## config.mk

```make
export PLATFORM = sky130hd
export DESIGN_NAME = pipe_stage_reg
export DESIGN_NICKNAME = d
export VERILOG_FILES = /design/src/rtl/pipe_pkg.sv /design/src/rtl/pipe_stage_reg.sv
export SDC_FILE = /design/constraint.sdc
export NUM_CORES = 1
export LEC_CHECK = 0
export ABC_AREA = 1
export BUFFER_PORTS_ARGS = -buffer_cell sky130_fd_sc_hd__buf_2
export CAP_MARGIN = 20
export CELL_PAD_IN_SITES_DETAIL_PLACEMENT = 0
export CELL_PAD_IN_SITES_GLOBAL_PLACEMENT = 2
export CORE_AREA = 5 5 130 132
export CTS_CLUSTER_DIAMETER = 80
export DETAILED_ROUTE_END_ITERATION = 12
export DIE_AREA = 0 0 135 137
export PLACE_DENSITY = 0.82
export SYNTH_ARGS = -nofsm -noshare
export SYNTH_HDL_FRONTEND = slang
export SYNTH_SLANG_ARGS = --single-unit
```

## constraint.sdc

```tcl
create_clock -name clk_i -period 16.7 [get_ports clk_i]
set_input_delay 2.505 -clock clk_i [delete_from_list [all_inputs] [get_ports clk_i]]
set_output_delay 2.505 -clock clk_i [all_outputs]
set_load 0.05 [all_outputs]
```

## src/rtl/pipe_pkg.sv

```systemverilog
// Shared types and constants for the fetch/decode pipeline stage register.
package pipe_pkg;

    typedef enum logic [1:0] {
        StEmpty = 2'b00,
        StFull  = 2'b01,
        StSkid  = 2'b10
    } stage_state_e;

    localparam logic [31:0] NOP_INSTR = 32'h0000_0013;

endpackage

```

## src/rtl/pipe_stage_reg.sv

```systemverilog
// Valid/ready pipeline register between fetch and decode, with an optional
// 2-entry skid buffer so in_ready_o can be driven straight from a flop.
module pipe_stage_reg
    import pipe_pkg::*;
#(
    parameter int unsigned     XLEN = 32,
    parameter logic [XLEN-1:0] NOP  = XLEN'(NOP_INSTR),
    parameter bit              SKID = 1'b1
) (
    input  logic            clk_i,
    input  logic            rst_i,
    input  logic            flush_i,
    input  logic            in_valid_i,
    output logic            in_ready_o,
    input  logic [XLEN-1:0] instr_i,
    input  logic [XLEN-1:0] pc_i,
    output logic            out_valid_o,
    input  logic            out_ready_i,
    output logic [XLEN-1:0] instr_o,
    output logic [XLEN-1:0] pc_o
);

    stage_state_e    state_q, state_d;
    logic [XLEN-1:0] main_instr_q, main_pc_q;
    logic            accept, take;

    assign out_valid_o = (state_q != StEmpty);
    assign accept      = in_valid_i && in_ready_o;
    assign take        = out_valid_o && out_ready_i;

    // Outputs only ever come from the main register, never from instr_i/pc_i.
    assign instr_o = out_valid_o ? main_instr_q : NOP;
    assign pc_o    = out_valid_o ? main_pc_q : '0;

    if (SKID) begin : g_skid
        logic            in_ready_q;
        logic [XLEN-1:0] skid_instr_q, skid_pc_q;
        logic            load_main, load_skid, main_from_skid;

        assign in_ready_o = in_ready_q;

        always_comb begin
            state_d        = state_q;
            load_main      = 1'b0;
            load_skid      = 1'b0;
            main_from_skid = 1'b0;
            unique case (state_q)
                StEmpty: begin
                    if (accept) begin
                        state_d   = StFull;
                        load_main = 1'b1;
                    end
                end
                StFull: begin
                    if (accept && take) begin
                        load_main = 1'b1;
                    end else if (take) begin
                        state_d = StEmpty;
                    end else if (accept) begin
                        state_d   = StSkid;
                        load_skid = 1'b1;
                    end
                end
                StSkid: begin
                    if (take) begin
                        state_d        = StFull;
                        load_main      = 1'b1;
                        main_from_skid = 1'b1;
                    end
                end
                default: state_d = StEmpty;
            endcase
            // Redirect drops everything, including a same-cycle accept.
            if (flush_i) begin
                state_d   = StEmpty;
                load_main = 1'b0;
                load_skid = 1'b0;
            end
        end

        always_ff @(posedge clk_i) begin
            if (rst_i) begin
                state_q    <= StEmpty;
                in_ready_q <= 1'b1;
            end else begin
                state_q    <= state_d;
                in_ready_q <= (state_d != StSkid);
                if (load_main) begin
                    main_instr_q <= main_from_skid ? skid_instr_q : instr_i;
                    main_pc_q    <= main_from_skid ? skid_pc_q : pc_i;
                end
                if (load_skid) begin
                    skid_instr_q <= instr_i;
                    skid_pc_q    <= pc_i;
                end
            end
        end
    end else begin : g_single
        logic load_main;

        // Combinational ready: a full register can refill in the cycle it drains.
        assign in_ready_o = !out_valid_o || out_ready_i;

        always_comb begin
            state_d   = state_q;
            load_main = 1'b0;
            unique case (state_q)
                StEmpty: begin
                    if (accept) begin
                        state_d   = StFull;
                        load_main = 1'b1;
                    end
                end
                StFull: begin
                    if (accept) begin
                        load_main = 1'b1;
                    end else if (take) begin
                        state_d = StEmpty;
                    end
                end
                default: state_d = StEmpty;
            endcase
            if (flush_i) begin
                state_d   = StEmpty;
                load_main = 1'b0;
            end
        end

        always_ff @(posedge clk_i) begin
            if (rst_i) begin
                state_q <= StEmpty;
            end else begin
                state_q <= state_d;
                if (load_main) begin
                    main_instr_q <= instr_i;
                    main_pc_q    <= pc_i;
                end
            end
        end
    end

endmodule

```

==> results of run 1 <==
[layout make-up]
| cell class | count | area (um^2) | share of cell area |
|---|---|---|---|
| Clock buffer | 18 | 429.2 | 0.06218 |
| Clock inverter | 14 | 161.4 | 0.02339 |
| Tap cell | 216 | 270.3 | 0.03916 |
| Sequential cell | 131 | 3904 | 0.5656 |
| Timing Repair Buffer | 141 | 726.9 | 0.1053 |
| Multi-Input combinational cell | 276 | 1162 | 0.1684 |
| Inverter | 66 | 247.7 | 0.03590 |
[kinds of logic after synthesis]
group	Yosys count	synth area share
compound gates	3	0.002752
simple gates	273	0.2077
buf+inv	94	0.07345
flops	131	0.7161
[worst min-delay path by stage]
stage,from,end,slack (ns),cells past startpoint
3_5_place_dp,g_skid.skid_pc_q[1],main_pc_q[1],0.53,2
2_1_floorplan,g_skid.skid_instr_q[0],main_instr_q[0],0.52,2
4_1_cts,g_skid.skid_instr_q[17],main_instr_q[17],0.54,2
3_3_place_gp,g_skid.skid_instr_q[20],main_instr_q[20],0.53,2
6_report,g_skid.skid_pc_q[4],main_pc_q[4],0.54,2
5_1_grt,g_skid.skid_instr_q[17],main_instr_q[17],0.56,2
[synthesized netlist by cell type]
cell type / number
nand2_1: 134
edfxtp_1: 128
nand3_1: 65
inv_1: 64
nor2_1: 64
buf_2: 20
buf_4: 6
or2_2: 4
dfxtp_1: 3
nor3_1: 3
clkbuf_1: 2
inv_2: 2
a21oi_1: 1
and2_1: 1
nand2_2: 1
nor2_4: 1
o21ai_0: 1
o21ai_1: 1
[flip-flops by register name (all words and copies together) (netlist names)]
name                 count
main_pc_q               32
g_skid.skid_pc_q        32
main_instr_q            32
in_ready_o               1
g_skid.skid_instr_q     32
state_q                  2
[placed cells by master, fill, tap and decap left out, types with 3 or more instances in the layout]
cell        count
bufinv_16       3
clkbuf_16      17
inv_1          64
nor2_1         63
edfxtp_1      128
dfxtp_1         3
buf_2         134
or2_2           4
buf_4           6
nand2_1       134
clkinvlp_4      3
nand3_1        65
clkinv_2        3
[layer usage]
| metal | vias up | wire, um | track usage | share of wire |
|---|---|---|---|---|
| met2 | 103 | 6463 | 0.2440 | 0.52 |
| met4 | 0 | 172 | 0.05039 | 0.014 |
| met3 | 13 | 622 | 0.04081 | 0.050 |
| met5 | - | 0 | 0 | 0 |
| li1 | 1892 | - | - | - |
| met1 | 1740 | 5079 | 0.1571 | 0.41 |
[tightest hold or removal path, stage by stage, from the launching register on]
cell and delay, ns:
edfxtp_1 0.32, nand3_1 0.07, nand2_1 0.06
[metrics by stage]
stage | std cells | instance area, um^2
2_1_floorplan | 501 | 5451
3_3_place_gp | 829 | 6300
3_5_place_dp | 829 | 6300
4_1_cts | 861 | 6890
5_1_grt | 862 | 6902
6_report | 862 | 6902
[power groups by stage]
stage	logic (mW)	clock network, mW	registers [mW]
after floorplan	0.0350	0	0.376
after global placement	0.0548	0	0.376
after detailed placement	0.0556	0	0.376
after CTS	0.0558	0.378	0.369
after global routing	0.0604	0.394	0.369
final	0.0551	0.372	0.369
==> summary.md, run 1 <==
| Metric | Value |
|---|---|
| Hold buffers post-CTS | 0 |
| Tcrit/Tclk final | 0.2897 |
| Fmax | 206.7 MHz |
| Number of max-cap violations | 0 |
| R2R setup slack | 14.67 ns |
| Critical path cell sequence | nor2_4 -> buf_4 -> or2_2 -> buf_2 |
| Crit path largest cell delay | between 0.6 and 0.7 ns |
| Post-synth top area share | 0.7051 |
| Via count | roughly 3.7k |
| Status | finished, final reports clean |
| Place WS | approximately 11 ns |
| CTS tree | yes |
| Top cells by area, synth | edfxtp_1, nand2_1, nand3_1, inv_1, nor2_1 |
| FF+latch count, synth | 131 |
| R2r startpoint | state_q[0] |
| Initial Utilization | 0.3495 |
| Gr ovfl total | 0 |
| Cts repair resizes | 0 |
| Post-route ant nets | 0 |
| CP Capture Type | primary output |
| Number of fill cells in the layout | between 1.5k and 2k |
| I/O Pins | ~140 |
| Worst-Margin Slew | slightly below 0.9 ns |
| Worst-path maximum fanout | 38 |
| Post-route DRC | 0 |
| Setup crit start | state_q[0] |
| Final hold violations | 0 |
| Slew HR | 0.4102 |
| CTS clk-pin slew, worst paths | 0.06 ns |
| Clock share of power | 0.467 |
| CP bufs+invs | 2 |
| TritonRoute pass-1 iters | 5 |
| Cell Rows | 46 |
| Routed wire per std cell | approximately 14 um |
| Initial antenna violation count | 0 |
| Final Core Density | 0.4425 |
| Vias in the first global route | 3860 |
| Fin crit period | 4.837 ns |
| H-tree level count | 4 |
| Fin Setup TNS | 0 ns |
| Die area | between 15000 and 20000 um^2 |
| Final setup vio count | 0 |
| CP Depth | 4 |
| Diode count | 0 |
| Total Wirelength | around 12 mm |
| Critical Path AT | between 2 and 2.5 ns |
| Pwr Total | 0.7963 mW |
| Worst Setup Path Type | reg -> out |
| Fin Hold WS | between 0.5 and 0.6 ns |
| CP required | ~14 ns |
| Largest net degree at the start of global routing | 69 |
| Unique masters post-synth | 18 |
| Final WS setup | between 10 and 15 ns |
| Mapped Area | between 5000 and 6000 um^2 |
| Syn nets | 570 |
| Slowest library cell on the worst path | nor2_4 |
| GPL Wtd Cong | a little under 0.7 |
| I/O Buffers | 134 |
| Number of setup buffers added after CTS | 0 |
| First-pass GRT wire length | slightly below 20 mm |
| Pint | approximately 0.6 mW |
| DIE WIDTH | approximately 140 um |
| Vias/cell | roughly 4.3 |
| Die height | 137 um |
| GRT Util Overall | 0.1373 |
| Synth warn | 0 |
| Worst reg2reg path depth | 3 |
| Power Dens Cells | between 100 and 150 nW/um^2 |
| Top Family by Delay on Critical Path | simple AND/OR/NAND/NOR gates |
| Sw Ratio | 0.2261 |
| Core footprint | between 15000 and 20000 um^2 |
| Worst hold path class | reg -> reg |
| Inserted Clock Buffers | 17 |
| Reg-to-reg endpoint | g_skid.skid_instr_q[0] |
| Lkg Pwr | 3.177 nW |
| Syn Inst Count | roughly 500 |
| CTS root buf | clkbuf_16 |
| Mapped Avg Cell Area | 10.88 um^2 |
| RSZ-0062 raised after global routing | no |
| Worst setup path endpoint | instr_o[1] |
| VDD IR max | 0.05560 mV |
| Clk buf depth | 2 |
| Final Slew Violations | 0 |
| Net load switching power | approximately 0.18 mW |
| Sequential Power Share | 0.463 |
| Yosys top cell by area | edfxtp_1 |
| Clk sinks | between 100 and 150 |
| Number of DRC markers in iteration 0 | about 180 |
| Fin nets | ~700 |
| Worst-Skew Late Latency | 0.41 ns |
| Combinational power share | 0.069 |
| Area growth from synthesis to layout | 26.60% |
| Final Skew | 0.006126 ns |
| HPWL Detailed | 7.884 mm |
| Seq/Total Area, Yosys | 0.7161 |
| Layout cells sized above 1 | 0.2802 |
| Startpoint types | flip-flop |
Power figures use the tool's default switching activity.
==> run 2, diff against run 1 <==
--- a/config.mk
+++ b/config.mk
@@ -10,11 +10,11 @@
 export CAP_MARGIN = 20
 export CELL_PAD_IN_SITES_DETAIL_PLACEMENT = 0
 export CELL_PAD_IN_SITES_GLOBAL_PLACEMENT = 2
-export CORE_AREA = 5 5 130 132
+export CORE_AREA = 5 5 141 143
 export CTS_CLUSTER_DIAMETER = 80
 export DETAILED_ROUTE_END_ITERATION = 12
-export DIE_AREA = 0 0 135 137
-export PLACE_DENSITY = 0.82
+export DIE_AREA = 0 0 146 148
+export PLACE_DENSITY = 0.74
 export SYNTH_ARGS = -nofsm -noshare
 export SYNTH_HDL_FRONTEND = slang
 export SYNTH_SLANG_ARGS = --single-unit
==> constraint.sdc (replaced) <==
create_clock -name clk_i -period 4.45 [get_ports clk_i]
set_input_delay 0.6675 -clock clk_i [delete_from_list [all_inputs] [get_ports clk_i]]
set_output_delay 0.6675 -clock clk_i [all_outputs]
set_load 0.05 [all_outputs]
==> run 2 against run 1 <==
Non-clock buffer count fell by 1. Clock skew up 0.00058 ns. Clock power rose to 3.8 times the previous value. Sequential power rose to 3.8 times the previous value. Worst hold slack lost 0.097 ns. Count of clock-buffer cells in the layout fell by 1. Wire length increased by 3.2%. Power grew to 3.8 times the previous value. Final area increased by 0.34%. Combinational power grew to 3.8 times the previous value. Utilization down 6.7 points. Largest cell class unchanged.
==> summary.md, run 2 (same netlist as run 1, synthesis figures left out) <==
| Metric | Value |
|---|---|
| Status | finished, final reports clean |
| CTS root buf | clkbuf_16 |
| Via count | 3793 (+1.2%) |
| VDD IR max | 0.2491 mV (+350%) |
| Area growth from synthesis to layout | 27.04% |
| Vias/cell | 4.315 (-0.76%) |
| Cell Rows | 50 (+8.7%) |
| Number of setup buffers added after CTS | 0 (unchanged) |
| Tcrit/Tclk final | 0.6777 |
| Hold buffers post-CTS | 0 (unchanged) |
| M1 WL | 5.664 mm (+12%) |
| Power Dens Cells | 434.2 nW/um^2 (+280%) |
| Startpoint types | flip-flop |
| Routed wire per std cell | 14.49 um (+1.2%) |
| Worst Setup Path Type | reg -> out |
| Initial Utilization | 0.2954 (-0.05412) |
| Final Slew Violations | 0 (unchanged) |
| Critical path cell sequence | nor2_4 -> buf_4 -> or2_2 -> buf_2 |
| Fin crit period | ~3 ns |
| Die height | 148 um (+8.0%) |
| Die area | 21610 um^2 (+17%) |
| Clk buf depth | 2 (unchanged) |
| Critical Path AT | 2.35 ns (+0.02 ns) |
| Post-route cell area | 6925 um^2 (+0.34%) |
| CTS tree | yes |
| Crit path largest cell delay | 0.75 ns (+0.14 ns) |
| HPWL Detailed | 8.253 mm (+4.7%) |
| DR WL met2 | 6.021 mm (-6.8%) |
| Final Core Density | 0.3753 (-0.06723) |
| Worst-Margin Slew | 0.9256 ns (+0.04091 ns) |
| Clk sinks | 131 (unchanged) |
| Core footprint | 18460 um^2 (+18%) |
| Worst-path maximum fanout | 39 (+2.6%) |
| Combinational power share | 0.069 (about the same) |
| Cts repair resizes | 0 (unchanged) |
| Net load switching power | 0.6520 mW (+260%) |
| Final hold violations | 0 (unchanged) |
| Clock share of power | 0.470 (+0.003) |
| Gr ovfl total | 0 (unchanged) |
| TritonRoute pass-1 iters | 4 (-1) |
| I/O Pins | 135 (unchanged) |
| Pwr Total | 3.007 mW (+280%) |
| Post-route DRC | 0 (unchanged) |
| Layout cells sized above 1 | 0.2748 (-0.005341) |
| Number of fill cells in the layout | 1867 (+23%) |
| Metal3 WL | 891 um (+43%) |
| Commonest non-fill, non-tap cells in the layout | nand2_1, buf_2, edfxtp_1, nand3_1, inv_1 |
| Final Skew | 0.006705 ns (+0.0005787 ns) |
| GRT Util Overall | 0.1199 (-0.01740) |
| Inserted Clock Buffers | 17 (unchanged) |
| Fin Setup TNS | 0 ns (unchanged) |
| CP Capture Type | primary output |
| Worst hold path class | in -> reg |
| Highest metal used | met5 |
| Initial antenna violation count | 1 (+1) |
| Vias in the first global route | 3881 (+0.54%) |
| Fmax | around 330 MHz |
| H-tree level count | 4 (unchanged) |
| Number of DRC markers in iteration 0 | 126 (-30%) |
| Number of max-cap violations | 0 (unchanged) |
| Sw Ratio | 0.2168 (-0.009277) |
| Slowest library cell on the worst path | nor2_4 |
| First-pass GRT wire length | 20.26 mm (+3.8%) |
| Sequential Power Share | 0.461 (-0.002) |
| Post-route ant nets | 0 (unchanged) |
| I/O Buffers | 134 (unchanged) |
| DIE WIDTH | 146 um (+8.1%) |
| Largest net degree at the start of global routing | 66 (-4.3%) |
| Total Wirelength | 12.73 mm (+3.2%) |
| Final setup vio count | 0 (unchanged) |
| CP required | 3.78 ns (-10.42 ns) |
| Lkg Pwr | 3.177 nW (about the same) |
| Slew HR | 0.3814 (-0.02874) |
| Post-DP Area | 6329 um^2 (+0.46%) |
| Fin Hold WS | 0.4471 ns (-0.09708 ns) |
| Fin nets | 701 (-0.14%) |
| GPL Wtd Cong | 0.7158 (+2.9%) |
| CTS clk-pin slew, worst paths | 0.06 ns (about the same) |
| RSZ-0062 raised after global routing | no |
| Pint | 2.355 mW (+280%) |
| Worst-Skew Late Latency | 0.41 ns (about the same) |
[run 2: layout make-up]
| cell class | count | area, um^2 | area share |
|---|---|---|---|
| antenna | 1 | 2.502 | 0.0003613 |
| sequential | 131 | 3904 | 0.5637 |
| clock inverter | 14 | 168.9 | 0.02439 |
| multi-input combinational | 276 | 1169 | 0.1687 |
| tap | 234 | 292.8 | 0.04228 |
| inverter | 66 | 247.7 | 0.03577 |
| clock buffer | 17 | 425.4 | 0.06143 |
| timing repair buffer | 140 | 715.7 | 0.1033 |
[run 2: critical path: cells and delay by family, from the launching register on]
kind / cells / cell delay, ns
and+or+nand+nor: 2 / 0.90
DFF: 1 / 0.37
buffers and inverters: 2 / 0.66
[run 2: power groups by stage]
| stage | Combinational (mW) | Sequential [mW] | Clock [mW] |
|---|---|---|---|
| CTS | 0.212 | 1.39 | 1.45 |
| global route | 0.229 | 1.39 | 1.51 |
| global placement | 0.208 | 1.41 | 0 |
| finish | 0.208 | 1.39 | 1.41 |
| floorplan | 0.132 | 1.41 | 0 |
| detailed placement | 0.211 | 1.41 | 0 |
[run 2: final timing paths]
| kind | from | end | slack, ns | depth (start not counted) |
|---|---|---|---|---|
| worst min register to register | g_skid.skid_instr_q[7] | main_instr_q[7] | 0.54 | 2 |
| worst max register to register | state_q[0] | g_skid.skid_pc_q[2] | 2.42 | 3 |
| worst max-delay path | state_q[0] | instr_o[0] | 1.43 | 4 |
| worst min-delay path | instr_i[24] | g_skid.skid_instr_q[24] | 0.45 | 1 |
[run 2: metrics by stage]
| step | worst slack, ns | std cells |
|---|---|---|
| 3_5_place_dp | 1.826 | 847 |
| 3_3_place_gp | 1.874 | 847 |
| 5_1_grt | 1.218 | 878 |
| 4_1_cts | 1.378 | 878 |
| 6_report | 1.434 | 879 |
| 2_1_floorplan | 0.5068 | 501 |
[run 2: routing by layer]
metal | vias up | track usage
met5 | - | 0
met4 | 2 | 0.03575
met3 | 12 | 0.05242
met2 | 115 | 0.1966
met1 | 1774 | 0.1440
li1 | 1890 | -
